==> config.mk <==
export PLATFORM = sky130hd
export DESIGN_NAME = adrv9001_rx_pkt_flat
export DESIGN_NICKNAME = d
export VERILOG_FILES = /design/src/rtl/adrv9001_rx_pkt_if.sv /design/src/rtl/adrv9001_rx_pkt.sv /design/src/flat_wrapper.sv
export SDC_FILE = /design/constraint.sdc
export NUM_CORES = 1
export LEC_CHECK = 0
export ABC_AREA = 1
export ABC_CLOCK_PERIOD_IN_PS = 2800
export BUFFER_PORTS_ARGS = -buffer_cell sky130_fd_sc_hd__buf_4
export CORE_MARGIN = 4
export CORE_UTILIZATION = 35
export CTS_CLUSTER_SIZE = 14
export DETAILED_ROUTE_END_ITERATION = 12
export HOLD_SLACK_MARGIN = 0.1
export SLEW_MARGIN = 5
export SYNTH_ARGS = -nofsm -noshare
export SYNTH_HDL_FRONTEND = slang
export SYNTH_SLANG_ARGS = --single-unit
==> constraint.sdc <==
create_clock -name axis_aclk -period 2.8 [get_ports axis_aclk]
set_input_delay 0.14 -clock axis_aclk [delete_from_list [all_inputs] [get_ports axis_aclk]]
set_output_delay 0.14 -clock axis_aclk [all_outputs]
set_load 0.02 [all_outputs]
==> src/rtl/adrv9001_rx_pkt_if.sv <==
// ---------------------------------------------------------------------------
// adrv9001_rx_pkt_if
// AXI-Stream style bundle used on both sides of the rx packetiser.
//   tdata  : sample (I in [31:16], Q in [15:0] for 32-bit samples)
//   tvalid : beat valid
//   tready : sink ready (the rx source side ignores it, it never stalls)
//   tlast  : last beat of a packet
//   tuser  : 32-bit sample timestamp, only present when
//            ADRV9001_RX_PKT_TIMESTAMP_EN is defined
// Modports: master drives data/valid/last(/user) and receives tready;
//           slave is the mirror image.
// ---------------------------------------------------------------------------
interface adrv9001_rx_pkt_if #(
    parameter int DATA_WIDTH = 32
);
    logic [DATA_WIDTH-1:0] tdata;
    logic                  tvalid;
    logic                  tready;
    logic                  tlast;
`ifdef ADRV9001_RX_PKT_TIMESTAMP_EN
    logic [31:0]           tuser;
`endif

    modport master (
`ifdef ADRV9001_RX_PKT_TIMESTAMP_EN
        output tuser,
`endif
        output tdata, tvalid, tlast,
        input  tready
    );

    modport slave (
`ifdef ADRV9001_RX_PKT_TIMESTAMP_EN
        input  tuser,
`endif
        input  tdata, tvalid, tlast,
        output tready
    );
endinterface

==> src/rtl/adrv9001_rx_pkt.sv <==
// ---------------------------------------------------------------------------
// adrv9001_rx_pkt
// Frames the non-stalling ADRV9001 rx sample stream into fixed-length
// packets (tlast every len_q accepted beats) and buffers them in a small
// first-word-fall-through FIFO toward a backpressuring consumer. Beats that
// find the FIFO full are dropped, counted and flagged instead of stalling.
//
// Ports:
//   axis_aclk     : sample clock
//   axis_rstn     : asynchronous active-low reset
//   enable        : capture arm; a started packet is always completed
//   pkt_len       : samples per packet (0 treated as 1), latched per packet
//   s_axis        : rx sample input (slave; tready tied high)
//   m_axis        : framed output (master) with tlast (and tuser)
//   busy          : high while capturing or draining
//   overflow      : sticky drop flag
//   overflow_clr  : clears overflow and drop_cnt
//   drop_cnt      : saturating dropped-beat count
//
// Optional feature macro: ADRV9001_RX_PKT_TIMESTAMP_EN
//   Adds a free-running sample counter whose pre-increment value is stored
//   with each accepted beat and presented on m_axis.tuser.
// ---------------------------------------------------------------------------
module adrv9001_rx_pkt #(
    parameter int DATA_WIDTH = 32,
    parameter int FIFO_DEPTH = 16,
    parameter int LEN_WIDTH  = 16
) (
    input  logic                  axis_aclk,
    input  logic                  axis_rstn,
    input  logic                  enable,
    input  logic [LEN_WIDTH-1:0]  pkt_len,
    adrv9001_rx_pkt_if.slave      s_axis,
    adrv9001_rx_pkt_if.master     m_axis,
    output logic                  busy,
    output logic                  overflow,
    input  logic                  overflow_clr,
    output logic [31:0]           drop_cnt
);

    localparam int AW = $clog2(FIFO_DEPTH);
    localparam int PW = AW + 1;
`ifdef ADRV9001_RX_PKT_TIMESTAMP_EN
    localparam int EW = DATA_WIDTH + 1 + 32;
`else
    localparam int EW = DATA_WIDTH + 1;
`endif

    typedef enum logic [1:0] {
        ST_IDLE    = 2'd0,
        ST_CAPTURE = 2'd1,
        ST_DRAIN   = 2'd2
    } state_t;

    function automatic logic [LEN_WIDTH-1:0] norm_len(input logic [LEN_WIDTH-1:0] l);
        return (l == '0) ? LEN_WIDTH'(1) : l;
    endfunction

    function automatic logic [31:0] sat_inc32(input logic [31:0] v);
        return (v == 32'hFFFF_FFFF) ? v : v + 32'd1;
    endfunction

    state_t                 state_q;
    logic [LEN_WIDTH-1:0]   len_q;
    logic [LEN_WIDTH-1:0]   beat_q;
    logic [PW-1:0]          wr_ptr_q;
    logic [PW-1:0]          rd_ptr_q;
    logic [EW-1:0]          mem_q [FIFO_DEPTH];
    logic                   overflow_q;
    logic [31:0]            drop_cnt_q;

    logic                   fifo_empty;
    logic                   fifo_full;
    logic                   rd_fire;
    logic                   wr_req;
    logic                   wr_ok;
    logic                   drop;
    logic                   tlast_in;
    logic [EW-1:0]          wr_entry;
    logic [EW-1:0]          rd_entry;

    // The source has no backpressure path; it is always "ready".
    assign s_axis.tready = 1'b1;

    // Full: same slot index, different lap bit.
    assign fifo_empty = (wr_ptr_q == rd_ptr_q);
    assign fifo_full  = (wr_ptr_q[AW] != rd_ptr_q[AW]) &&
                        (wr_ptr_q[AW-1:0] == rd_ptr_q[AW-1:0]);

    assign rd_fire  = !fifo_empty && m_axis.tready;
    assign wr_req   = (state_q == ST_CAPTURE) && s_axis.tvalid;
    // A full FIFO still takes a beat when a slot frees in the same cycle.
    assign wr_ok    = wr_req && (!fifo_full || rd_fire);
    assign drop     = wr_req && !wr_ok;
    assign tlast_in = (beat_q == len_q - LEN_WIDTH'(1));

`ifdef ADRV9001_RX_PKT_TIMESTAMP_EN
    logic [31:0] ts_q;

    // Counts every offered sample, dropped or not, so tuser gaps reveal drops.
    always_ff @(posedge axis_aclk or negedge axis_rstn) begin
        if (!axis_rstn) begin
            ts_q <= '0;
        end else if (s_axis.tvalid) begin
            ts_q <= ts_q + 32'd1;
        end
    end

    assign wr_entry    = {ts_q, tlast_in, s_axis.tdata};
    assign m_axis.tuser = fifo_empty ? 32'd0 : rd_entry[EW-1 -: 32];
`else
    assign wr_entry = {tlast_in, s_axis.tdata};
`endif

    // Packet framing FSM
    always_ff @(posedge axis_aclk or negedge axis_rstn) begin
        if (!axis_rstn) begin
            state_q <= ST_IDLE;
            len_q   <= LEN_WIDTH'(1);
            beat_q  <= '0;
        end else begin
            case (state_q)
                ST_IDLE: begin
                    if (enable) begin
                        len_q   <= norm_len(pkt_len);
                        beat_q  <= '0;
                        state_q <= ST_CAPTURE;
                    end
                end
                ST_CAPTURE: begin
                    // Dropped beats do not count, so delivered packets stay whole.
                    if (wr_ok) begin
                        if (tlast_in) begin
                            beat_q <= '0;
                            if (enable) begin
                                len_q <= norm_len(pkt_len);
                            end else begin
                                state_q <= ST_DRAIN;
                            end
                        end else begin
                            beat_q <= beat_q + LEN_WIDTH'(1);
                        end
                    end
                end
                ST_DRAIN: begin
                    if (fifo_empty) begin
                        state_q <= ST_IDLE;
                    end
                end
                default: state_q <= ST_IDLE;
            endcase
        end
    end

    // FIFO pointers
    always_ff @(posedge axis_aclk or negedge axis_rstn) begin
        if (!axis_rstn) begin
            wr_ptr_q <= '0;
            rd_ptr_q <= '0;
        end else begin
            if (wr_ok) begin
                wr_ptr_q <= wr_ptr_q + PW'(1);
            end
            if (rd_fire) begin
                rd_ptr_q <= rd_ptr_q + PW'(1);
            end
        end
    end

    // FIFO storage (data path, not reset)
    always_ff @(posedge axis_aclk) begin
        if (wr_ok) begin
            mem_q[wr_ptr_q[AW-1:0]] <= wr_entry;
        end
    end

    // Overflow flag and drop counter; a clear wins over a same-cycle drop
    // for the flag, but that drop is still counted.
    always_ff @(posedge axis_aclk or negedge axis_rstn) begin
        if (!axis_rstn) begin
            overflow_q <= 1'b0;
            drop_cnt_q <= '0;
        end else if (overflow_clr) begin
            overflow_q <= 1'b0;
            drop_cnt_q <= drop ? 32'd1 : 32'd0;
        end else if (drop) begin
            overflow_q <= 1'b1;
            drop_cnt_q <= sat_inc32(drop_cnt_q);
        end
    end

    // First-word-fall-through output; zeroed while empty so reset shows 0.
    assign rd_entry      = mem_q[rd_ptr_q[AW-1:0]];
    assign m_axis.tvalid = !fifo_empty;
    assign m_axis.tdata  = fifo_empty ? '0 : rd_entry[DATA_WIDTH-1:0];
    assign m_axis.tlast  = !fifo_empty && rd_entry[DATA_WIDTH];

    assign busy     = (state_q != ST_IDLE);
    assign overflow = overflow_q;
    assign drop_cnt = drop_cnt_q;

endmodule
==> src/flat_wrapper.sv <==
// flat-port wrapper written by rule: the top's interface ports become plain ports
module adrv9001_rx_pkt_flat 
#(
    parameter int DATA_WIDTH = 32,
    parameter int FIFO_DEPTH = 16,
    parameter int LEN_WIDTH  = 16
)
  (axis_aclk, axis_rstn, enable, pkt_len, busy, overflow, overflow_clr, drop_cnt, s_axis_tdata, s_axis_tvalid, s_axis_tlast, s_axis_tready, m_axis_tdata, m_axis_tvalid, m_axis_tlast, m_axis_tready);
  adrv9001_rx_pkt_if #(.DATA_WIDTH(DATA_WIDTH)) s_axis_i ();
  adrv9001_rx_pkt_if #(.DATA_WIDTH(DATA_WIDTH)) m_axis_i ();
  input  logic axis_aclk;
  input  logic axis_rstn;
  input  logic enable;
  input  logic [LEN_WIDTH-1:0] pkt_len;
  output logic busy;
  output logic overflow;
  input  logic overflow_clr;
  output logic [31:0] drop_cnt;
  input wire logic [$bits(s_axis_i.tdata)-1:0] s_axis_tdata;
  input wire logic [$bits(s_axis_i.tvalid)-1:0] s_axis_tvalid;
  input wire logic [$bits(s_axis_i.tlast)-1:0] s_axis_tlast;
  output wire logic [$bits(s_axis_i.tready)-1:0] s_axis_tready;
  output wire logic [$bits(m_axis_i.tdata)-1:0] m_axis_tdata;
  output wire logic [$bits(m_axis_i.tvalid)-1:0] m_axis_tvalid;
  output wire logic [$bits(m_axis_i.tlast)-1:0] m_axis_tlast;
  input wire logic [$bits(m_axis_i.tready)-1:0] m_axis_tready;
  assign s_axis_i.tdata = s_axis_tdata;
  assign s_axis_i.tvalid = s_axis_tvalid;
  assign s_axis_i.tlast = s_axis_tlast;
  assign s_axis_tready = s_axis_i.tready;
  assign m_axis_tdata = m_axis_i.tdata;
  assign m_axis_tvalid = m_axis_i.tvalid;
  assign m_axis_tlast = m_axis_i.tlast;
  assign m_axis_i.tready = m_axis_tready;
  adrv9001_rx_pkt #(.DATA_WIDTH(DATA_WIDTH), .FIFO_DEPTH(FIFO_DEPTH), .LEN_WIDTH(LEN_WIDTH)) u_core (.axis_aclk(axis_aclk), .axis_rstn(axis_rstn), .enable(enable), .pkt_len(pkt_len), .s_axis(s_axis_i), .m_axis(m_axis_i), .busy(busy), .overflow(overflow), .overflow_clr(overflow_clr), .drop_cnt(drop_cnt));
endmodule
==> impl_metrics.env <==
export IMPL_period_minus_slack_ps=2730
export IMPL_grtUsageMet3_pct=2.68
export IMPL_cts_clk_slew_worst_paths_ps=60
export IMPL_grt_overflow=0
export IMPL_rsz0062_at_grt="true"
export IMPL_synth_top_area_cell="edfxtp_1"
export IMPL_powerDensity_nw_per_um2=1020
export IMPL_critical_path_max_stage_delay_ps=590
export IMPL_reg2reg_depth=11
export IMPL_path_cells="buf_6, buf_16, nor2_1, o32ai_1, o211ai_1, a31oi_2, buf_4"
export IMPL_drt_first_pass_iters=5
export IMPL_drive_gt1_share_pct=16.2
export IMPL_die_area_um2=77600
export IMPL_ys_ff_latch=605
export IMPL_fmax_ghz=0.366
export IMPL_slew_headroom_pct=50.4
export IMPL_die_x_um=278
export IMPL_post_route_drc_count=0
export IMPL_io_pins=124
export IMPL_critPathRequiredTime_ps=2660
export IMPL_gp_congestion=0.859
export IMPL_first_iter_violations=1680
export IMPL_cts_path_max_buffers=3
export IMPL_worstReg2RegStart="u_core.len_q[0]"
export IMPL_regToRegSetupSlack_ps=210
export IMPL_start_kind="register"
export IMPL_yosysWarnings=0
export IMPL_clkLatencyLatePin_ps=620
export IMPL_synth_top_cell_area_share_pct=61.9
export IMPL_synth_cell_types=49
export IMPL_grtUsageMet2_pct=29.1
export IMPL_dp_hpwl_mm=37.9
export IMPL_h_tree_depth=3
export IMPL_wl_mm=71.0
export IMPL_clock_sinks=605
export IMPL_maxCapViolations=0
export IMPL_worst_slew_pin_slew_ps=744
export IMPL_cp_endpoint="m_axis_tdata[9]"
export IMPL_hold_viol=0
export IMPL_cp_startpoint="u_core.rd_ptr_q[0]"
export IMPL_ys_flop_type="edfxtp_1"
export IMPL_setup_viol=0
export IMPL_postLayoutCoreUtil_pct=44.0
export IMPL_synth_cell_area_um2=25600
export IMPL_portBuffers=121
export IMPL_nFillCells=6465
export IMPL_slowest_stage="dfrtp_4"
export IMPL_async_reset_ff_share_pct=12.7
export IMPL_cts_tree="yes"
export IMPL_finalCritPeriodShare_pct=97.6
export IMPL_synthTopCellsByArea="edfxtp_1 62%, dfrtp_1 7.4%, nor2_1 5.4%, nand2_1 3.9%, o21ai_0 3.1%"
export IMPL_status="completed"
export IMPL_viasPerCell=5.36
export IMPL_stdcell_area_um2=31700
export IMPL_ir_drop_mv=0.787
export IMPL_p_leak_nw=11.1
export IMPL_core_area_um2=72000
export IMPL_ant_nets=0
export IMPL_synth_edff_count=528
export IMPL_place_area_um2=28100
export IMPL_antenna_found_initial=3
export IMPL_crit_arrival_ps=2590
export IMPL_power_w=0.0322
export IMPL_reg2reg_to="u_core.len_q[0]"
export IMPL_place_ws_ps=217
export IMPL_synth_nets=2168
export IMPL_grt_pass1_wl_mm=106
export IMPL_area_growth_pct=23.7
export IMPL_fin_nets=2384
export IMPL_met1_usage_pct=24.2
export IMPL_finClkSkew_ps=26.0
export IMPL_ys_seq_area_share_pct=69.4
export IMPL_fp_row_count=98
export IMPL_final_setup_tns_ps=0
export IMPL_grt_max_degree=91
export IMPL_top_usage_layer="met2"
export IMPL_die_h_um=278
export IMPL_avgRoutedWirePerCell_um=21.3
export IMPL_vias=17900
export IMPL_clockRootBuffer="clkbuf_16"
export IMPL_grt_pass1_vias=17500
export IMPL_grt_total_usage_pct=17.7
export IMPL_slew_violations=0
export IMPL_hp_class="primary input to asynchronous set/reset pin"
export IMPL_cp_max_fo=17
export IMPL_cts_buffers=68
export IMPL_start_util_pct=35.6
export IMPL_syn_inst=2105
export IMPL_post_synth_cell_area_avg_um2=12.2
export IMPL_critPathKind="register to primary output"
export IMPL_setup_slack_ps=67.1
export IMPL_critPathCaptureType="primary output"
[routing by layer]
metal / share of wire, % / wire [um]
met2: 48 / 34100
met1: 43 / 30800
met3: 6.3 / 4510
met5: 0 / 0
met4: 2.3 / 1660
[layout by cell type, fill, tap and decap left out, types with 20 or more instances in the layout]
cell,instances
o32ai_1,73
clkbuf_16,70
nor2_1,352
o21ai_0,157
dlygate4sd3_1,53
xor2_1,38
edfxtp_1,528
nand3_1,61
nor3_1,23
dfrtp_1,73
mux2i_1,52
buf_4,172
nand2_1,264
nor2_4,20
nand4_1,44
inv_1,87
o221ai_1,51
[synthesized netlist by cell type, types with 15 or more instances]
| library cell | number |
|---|---|
| o211ai_1 | 15 |
| nor3_1 | 23 |
| edfxtp_1 | 528 |
| nor2_1 | 369 |
| xor2_1 | 38 |
| nand2_1 | 264 |
| nand3_1 | 62 |
| clkbuf_1 | 88 |
| buf_2 | 22 |
| a31oi_1 | 35 |
| mux2i_1 | 52 |
| nand4_1 | 44 |
| o32ai_1 | 80 |
| o21ai_0 | 160 |
| dfrtp_1 | 76 |
| inv_1 | 88 |
| o221ai_1 | 52 |
[power breakdown]
| part | internal (W) | switching [W] |
|---|---|---|
| Clock | 0.00537 | 0.00375 |
| Combinational | 0.00439 | 0.00745 |
| Sequential | 0.0108 | 0.000460 |
[per-stage QoR]
step | hold slack, ps | std cells
after CTS | 110 | 3321
after global placement | 251 | 3127
after global routing | 166 | 3324
final | 140 | 3328
after floorplan | -156 | 2105
after detailed placement | 260 | 3127
[area by class of cell]
type,count,area [um2],area share (%)
sequential,605,17800,56.1
timing repair buffer,265,2720,8.58
multi-input combinational,1290,7320,23.1
antenna,5,12.5,0.0395
clock inverter,46,564,1.78
timing repair inverter,1,8.76,0.0276
tap,950,1190,3.75
inverter,90,354,1.12
clock buffer,76,1730,5.46
[cells by family after synthesis]
kind of cell	after synthesis	share of synthesized area, %
and+or+nand+nor	801	13.2
DFF	605	69.4
AOI/OAI and AO/OA	378	9.83
buffers and inverters	210	3.31
muxes	52	2.03
xor gates and xnor gates	50	1.74
adders and majority gates	8	0.391
other	1	0.0146
[registers in the layout, indices dropped and copies added, names as in the netlist]
register	cells
u_core.beat_q	16
u_core.rd_ptr_q	5
u_core.len_q	16
u_core.wr_ptr_q	5
u_core.drop_cnt	32
u_core.state_q	2
u_core.mem_q	528
u_core.overflow	1
[worst min-delay path by stage]
stage | start | to
final | axis_rstn | u_core.drop_cnt[14]
after global routing | s_axis_tvalid | u_core.wr_ptr_q[0]
after CTS | s_axis_tvalid | u_core.wr_ptr_q[0]
after detailed placement | axis_rstn | u_core.drop_cnt[3]
after global placement | axis_rstn | u_core.drop_cnt[6]
after floorplan | axis_rstn | u_core.beat_q[0]
[worst max-delay path, delay by kind of cell, from the launching register on]
family	cells	cell delay, ps
flip-flops	1	590
AND/OR/NAND/NOR	1	70
AO/OA/AOI/OAI	3	740
buffers and inverters	3	560
[repair_timing]
action,4_1_cts,5_1_grt
pin swaps,7,12
cloned,13,2
setup endpoints to repair,32,30
hold endpoints to repair,598,0
hold buffers,53,0
resized for setup,40,23
setup buffers,7,5
(Power assumes the default switching activity.)
